==> src/rtl/datapath_pkg.sv <==
// Shared datapath constants: bus widths and the fetch sequencer state encoding.
package datapath_pkg;

  localparam int unsigned ADDR_W  = 16;
  localparam int unsigned INSTR_W = 16;

  localparam logic [1:0] IDLE    = 2'b00;
  localparam logic [1:0] FETCH   = 2'b01;
  localparam logic [1:0] HOLD    = 2'b10;
  localparam logic [1:0] ADVANCE = 2'b11;

endpackage

==> src/rtl/fetch_unit.sv <==
// Instruction fetch sequencer: reads memory at pc, buffers the word for decode,
// and drives the pc register with the sequential or redirected next address.
module fetch_unit #(
  parameter int unsigned ADDR_W  = datapath_pkg::ADDR_W,
  parameter int unsigned INSTR_W = datapath_pkg::INSTR_W
) (
  input  logic               clk,
  input  logic               rst,
  input  logic               run,
  input  logic [ADDR_W-1:0]  pc_addr,
  output logic [ADDR_W-1:0]  pc_in,
  output logic               pc_load_n,
  output logic               mem_req,
  output logic [ADDR_W-1:0]  mem_addr,
  input  logic               mem_ack,
  input  logic [INSTR_W-1:0] mem_rdata,
  output logic [INSTR_W-1:0] instr,
  output logic               instr_valid,
  input  logic               instr_ready,
  input  logic               branch_taken,
  input  logic [ADDR_W-1:0]  branch_target
);

  import datapath_pkg::*;

  logic [1:0]         state_q, state_d;
  logic [INSTR_W-1:0] instr_q, instr_d;
  logic               valid_q, valid_d;
  logic               pend_q, pend_d;
  logic [ADDR_W-1:0]  tgt_q, tgt_d;
  logic [ADDR_W-1:0]  next_pc_q, next_pc_d;
  logic               mem_req_q;

  // A same-cycle pulse counts as pending and beats an older latched target.
  logic               redir_any;
  logic [ADDR_W-1:0]  redir_addr;

  assign redir_any  = pend_q | branch_taken;
  assign redir_addr = branch_taken ? branch_target : tgt_q;

  always_comb begin
    state_d   = state_q;
    instr_d   = instr_q;
    valid_d   = valid_q;
    pend_d    = pend_q;
    tgt_d     = tgt_q;
    next_pc_d = next_pc_q;
    if (branch_taken && state_q != HOLD) begin
      pend_d = 1'b1;
      tgt_d  = branch_target;
    end
    case (state_q)
      IDLE: begin
        if (run) state_d = FETCH;
      end
      FETCH: begin
        if (mem_ack) begin
          if (redir_any) begin
            next_pc_d = redir_addr;
            pend_d    = 1'b0;
            state_d   = ADVANCE;
          end else begin
            instr_d = mem_rdata;
            valid_d = 1'b1;
            state_d = HOLD;
          end
        end
      end
      HOLD: begin
        if (branch_taken) begin
          valid_d   = 1'b0;
          next_pc_d = branch_target;
          state_d   = ADVANCE;
        end else if (instr_ready) begin
          valid_d   = 1'b0;
          next_pc_d = pc_addr + ADDR_W'(1);
          state_d   = ADVANCE;
        end
      end
      ADVANCE: begin
        if (redir_any) begin
          next_pc_d = redir_addr;
          pend_d    = 1'b0;
        end
        state_d = run ? FETCH : IDLE;
      end
      default: state_d = IDLE;
    endcase
  end

  always_ff @(posedge clk or negedge rst) begin
    if (!rst) begin
      state_q   <= IDLE;
      instr_q   <= '0;
      valid_q   <= 1'b0;
      pend_q    <= 1'b0;
      tgt_q     <= '0;
      next_pc_q <= '0;
      mem_req_q <= 1'b0;
    end else begin
      state_q   <= state_d;
      instr_q   <= instr_d;
      valid_q   <= valid_d;
      pend_q    <= pend_d;
      tgt_q     <= tgt_d;
      next_pc_q <= next_pc_d;
      mem_req_q <= (state_d == FETCH);
    end
  end

  assign pc_load_n   = (state_q != ADVANCE);
  assign pc_in       = (state_q == ADVANCE && redir_any) ? redir_addr : next_pc_q;
  assign mem_req     = mem_req_q;
  assign mem_addr    = mem_req_q ? pc_addr : '0;
  assign instr       = instr_q;
  assign instr_valid = valid_q;

endmodule

==> config.mk <==
export PLATFORM = sky130hd
export DESIGN_NAME = fetch_unit
export DESIGN_NICKNAME = d
export VERILOG_FILES = /design/src/rtl/datapath_pkg.sv /design/src/rtl/fetch_unit.sv
export SDC_FILE = /design/constraint.sdc
export NUM_CORES = 1
export LEC_CHECK = 0
export ABC_AREA = 1
export CAP_MARGIN = 20
export CORE_MARGIN = 3
export CORE_UTILIZATION = 46
export DETAILED_ROUTE_END_ITERATION = 8
export MAX_ROUTING_LAYER = met4
export PLACE_DENSITY = 0.79
export SYNTH_ARGS = -nofsm -noshare
export SYNTH_HDL_FRONTEND = slang
export SYNTH_SLANG_ARGS = --single-unit
==> constraint.sdc <==
create_clock -name clk -period 1.8 [get_ports clk]
set_input_delay 0.27 -clock clk [delete_from_list [all_inputs] [get_ports clk]]
set_output_delay 0.27 -clock clk [all_outputs]
set_load 0.1 [all_outputs]
# After elaboration in Yosys (flattened, before gate mapping)
# Cells that the tools add are included.
dict set report op_classes {
  bitwise_logic 2
  order_cmp 0
  div_mod_pow 0
  n_eq_ne 9
  mul 0
  n_addsub 1
  shift 0
  reduce_logical 8
  muxes 24
}
# cell n
set op_table {}
lappend op_table {{$mux W16} 7}
lappend op_table {{$pmux W16 S3} 1}
lappend op_table {{$add A16 B1 Y16 const B} 1}
lappend op_table {{$mux W1} 9}
lappend op_table {{$mux W2} 4}
lappend op_table {{$ne A2 B2 Y1 const B} 4}
lappend op_table {{$pmux W2 S4} 1}
lappend op_table {{$reduce_and A3 Y1} 2}
lappend op_table {{$eq A2 B1 Y1 const B} 2}
lappend op_table {{$eq A2 B2 Y1 const B} 2}
lappend op_table {{$pmux W1 S2} 2}
lappend op_table {{$reduce_and A4 Y1} 1}
lappend op_table {{$ne A3 B3 Y1 const B} 1}
lappend op_table {{$reduce_bool A3 Y1} 1}
lappend op_table {{$logic_and A1 B1 Y1} 2}
lappend op_table {{$logic_not A2 Y1} 1}
lappend op_table {{$reduce_bool A2 Y1} 1}
lappend op_table {{$not A1 Y1} 1}
lappend op_table {{$or A1 B1 Y1} 1}
dict set report totals {
  output_inout_bits 51
  memories 0
  ff_bits 53
  latch_bits 0
  romBits 0
  ramBits 0
}

# Depth between registers and ports, before layout
dict set report depth {
  ltp_word 6
  ltp_mapped 9
}

# Worst setup path after synthesis
# OpenSTA, ideal clock, no wires.
dict set report synth_timing {
  kind {flip-flop to output port}
  from {register state_q[0]}
  to {output port pc_in[2]}
  path_buffers 1
  t_arrival_ps 3189
  setup_slack_ps -1659
  stages_incl_launch_ff 6
  required_time_ps 1530
  path_cell_list {dfrtp_1 nand2_1 nor2_2 buf_2 nor2_1 a31oi_1}
}
dict set report synth_between {
  elab_chain_cells 3
}
# element line
set synth_lines {}
lappend synth_lines {{start, declared} fetch_unit.sv:26} ;# logic [1:0] state_q, state_d;
lappend synth_lines {{start signal, assigned} fetch_unit.sv:101} ;# state_q <= state_d;
lappend synth_lines {{$eq A2 B2 Y1} fetch_unit.sv:112} ;# assign pc_in = (state_q == ADVANCE && redir_any) ? redir_addr : next_pc_q;
lappend synth_lines {{$logic_and A1 B1 Y1} fetch_unit.sv:112}
lappend synth_lines {{$mux W16} fetch_unit.sv:112}
lappend synth_lines {{end, declared} fetch_unit.sv:11} ;# output logic [ADDR_W-1:0] pc_in,
# Every way passes these cells.

# Final worst setup path
dict set report layout_timing {
  from {register state_q[1]}
  to {output port pc_in[10]}
}
# The elaborated chain is that of the path after synthesis.

==> summary.txt <==
Run status
  – Status: finished, violations left
  – Violated checks: negative setup slack

STA
  – Fmax: 510.9 MHz
  – Hold Fails Final Rpt: 0
  – Tcrit/Tclk final: 108.7%
  – Hold_ws: 0.4429 ns
  – Final Max Tran Viols: 0
  – Worst-Margin Slew: 0.4447 ns
  – Setup ws final: -0.1573 ns
  – Final setup violation count: 16
  – Max-slew headroom: 70.36%
  – Final Skew: 0.01273 ns
  – RSZ-0062 raised after global routing: true
  – Final setup TNS: -2.063 ns
  – Shortest period the worst path allows: 1.957 ns

Global route
  – All-layer global routing usage: 29.24%
  – Grt ovf: 0
  – Largest net degree at the start of global routing: 32
  – Antenna violations before repair: 0
  – First-pass GRT wire length: 17250 um
  – Vias in the first global route: 3694

Worst setup path
  – CP Capture Type: output port
  – Crit path DAT: 1.69 ns
  – WS Path Type: reg2out
  – Most Frequent Cell on Critical Path: buf_12
  – CP Launch Type: register
  – Crit path max-delay family: buffers and inverters
  – CP cell instances: nand2_8 -> nor2_4 -> buf_6 -> buf_12 -> nor2_2 -> a21oi_4 -> buf_12
  – Critical Path Fanout Max: 8
  – Worst path required time: 1.53 ns
  – Buf/Inv on CP: 3
  – Critical-path top delay cell: dfrtp_2
  – Crit path largest cell delay: 0.44 ns
  – R2R setup slack: 0.03 ns

Die
  – Core box area: 6422 sq um
  – Row cnt: 29
  – Die X: 87.90 um
  – # IOs: 105
  – Full die area: 7726 sq um
  – Initial Util: 48.04%
  – Die height: 87.90 um

Layout
  – Final core utilization: 85.21%
  – Ant diodes: 0
  – Share of cells above drive strength 1: 29.55%
  – Nets: 670
  – Area Overhead vs Synth: 77.37%
  – Final Cell Area: 5473 sq um

Yosys
  – Largest family of logic cells by synthesized area: simple AND/OR/NAND/NOR gates
  – Post-Syn Area: 3085 sq um
  – Post-synthesis compound-gate area fraction: 12.81%
  – Post-synth ARST share: 100.0%
  – Post-synthesis xor/xnor area fraction: 1.419%
  – Ys Warns: 0
  – Synth Flop Type: dfrtp_1
  – Simple-gate share of the synthesized area: 34.43%
  – Net Count, Synth: 509
  – Unique cell type count in the Yosys netlist: 29
  – Cell count after synthesis: 454
  – Mux contribution to synthesized area: 0%
  – Mean Syn Cell Area: 6.796 sq um
  – Adder-Cell Fraction of Synth Area: 0.4055%
  – Register area share after synthesis: 42.98%
  – EDFF count, synth: 0
  – #FFs+latches synth: 53

Detailed routing
  – Vias: 3724
  – Vias per cell: 5.374
  – Post-route DRC violation count: 0
  – First drt pass iteration count: 5
  – Remaining antenna violation count: 0
  – 1st-iter DRT viols: 248
  – Avg WL per Cell: 16.69 um
  – Drt total wl: 11560 um

Place
  – Dpl hpwl: 7843 um
  – GP Congestion: 0.8585
  – Placed inst area: 5152 sq um
  – IO buf count: 104

Clock tree
  – CTS Buf Count: 5
  – CTS tree: built
  – H-tree depth: 2
  – Worst skew pair latency: 0.31 ns
  – Clk slew on worst S/H paths: 0.11 ns
  – Clock buffer depth: 2
  – Clock sinks: 53
  – CTS Root Cell: clkbuf_8

Worst hold path
  – Worst hold path type: in2async

Flow run
  – Max-Cap Viols: 0
[placed cells by master, fill, tap and decap left out, types with 2 or more instances in the layout]
| master | n |
|---|---|
| a31oi_4 | 3 |
| clkinvlp_4 | 10 |
| dfrtp_1 | 50 |
| clkbuf_8 | 6 |
| a21oi_4 | 13 |
| nor2_2 | 11 |
| a21oi_1 | 22 |
| nand3_1 | 9 |
| nor2_4 | 8 |
| inv_1 | 27 |
| buf_6 | 4 |
| buf_4 | 71 |
| o21ai_0 | 5 |
| buf_12 | 41 |
| dfrtp_2 | 2 |
| nand4_1 | 2 |
| nor2_1 | 44 |
| a21boi_1 | 2 |
| xnor2_1 | 2 |
| a31oi_1 | 6 |
| o21ai_1 | 4 |
| nand2_1 | 188 |
| a21boi_0 | 8 |
| nand3b_1 | 2 |
| o22ai_1 | 3 |
| clkdlybuf4s50_1 | 51 |
| xor2_1 | 3 |
| inv_2 | 3 |
| or2_2 | 2 |
[through the flow]
| step | worst slack, ns | instances |
|---|---|---|
| 6_report | -0.1573 | 693 |
| 5_1_grt | -0.2293 | 693 |
| 3_5_place_dp | -0.2821 | 670 |
| 3_3_place_gp | -0.1961 | 670 |
| 4_1_cts | -0.1086 | 686 |
| 2_1_floorplan | -0.06805 | 454 |
[sequential cells by signal, indices dropped and copies added, names as in the netlist]
register,cells
instr,16
mem_req,1
state_q,2
next_pc_q,16
pend_q,1
tgt_q,16
instr_valid,1
[cells in the mapped netlist, types with 3 or more instances]
master    instances  share of area [%]
nand2_1         189                 23
nor2_1           57                6.9
dfrtp_1          53                 43
inv_1            37                4.5
a21oi_1          35                5.7
a21boi_0         10                2.4
buf_2            10                1.6
a31oi_1           9                1.8
nand3_1           9                1.5
o21ai_0           5               0.81
nor2_2            4               0.81
o21ai_1           4               0.65
clkbuf_1          3               0.36
inv_2             3               0.36
o22ai_1           3               0.61
xor2_1            3               0.85
[layout make-up]
cell class | instances | area [sq um]
repair buffers | 172 | 1976
inverters | 40 | 187.7
clock buffers | 6 | 82.58
fillers | 357 | 949.7
clock inverters | 2 | 13.76
well taps | 77 | 96.34
flip-flops and latches | 53 | 1333
multi-input cells | 343 | 1784
[per-layer routing]
metal,up-vias,GRT usage [%],share of wire (%)
met5,-,-,0
met4,0,12.83,4.5
met3,50,4.045,5.8
met2,169,47.95,50
met1,1759,35.90,39
li1,1746,-,-
[worst reg2reg max path: stages, from the launching register on]
cell and delay (ns):
dfrtp_2 0.47, buf_4 0.17, inv_2 0.08, nand2_1 0.16, o21ai_1 0.20, nor2_2 0.08, inv_2 0.22, nor2_1 0.11
a21oi_1 0.19
[path summary, 6_finish.rpt]
path / start / to / depth (start not counted)
worst max-delay path: state_q[1] / pc_in[10] / 7
worst min-delay path: rst / instr[2] / 2
worst max register to register: state_q[1] / next_pc_q[9] / 8
worst min register to register: tgt_q[11] / tgt_q[11] / 2
max in group asynchronous: rst / tgt_q[6] / 3
min in group clk: tgt_q[11] / tgt_q[11] / 2
[cells by family after synthesis]
family / after synthesis
AOI/OAI and AO/OA: 69
DFF: 53
adders and majority gates: 1
buffers and inverters: 58
and+or+nand+nor: 268
xor gates and xnor gates: 5
[timing repair]
action | CTS | global route
cloned | 1 | 0
setup endpoints to repair | 16 | 16
pin swaps | 5 | 4
hold endpoints to repair | 16 | 0
hold buffers | 1 | 0
buffers inserted | 6 | 8
resized for setup | 12 | 22
Power is left out: the tool's default activity adds up to more than one toggle a clock period on the data nets, which glitch-free logic cannot reach.
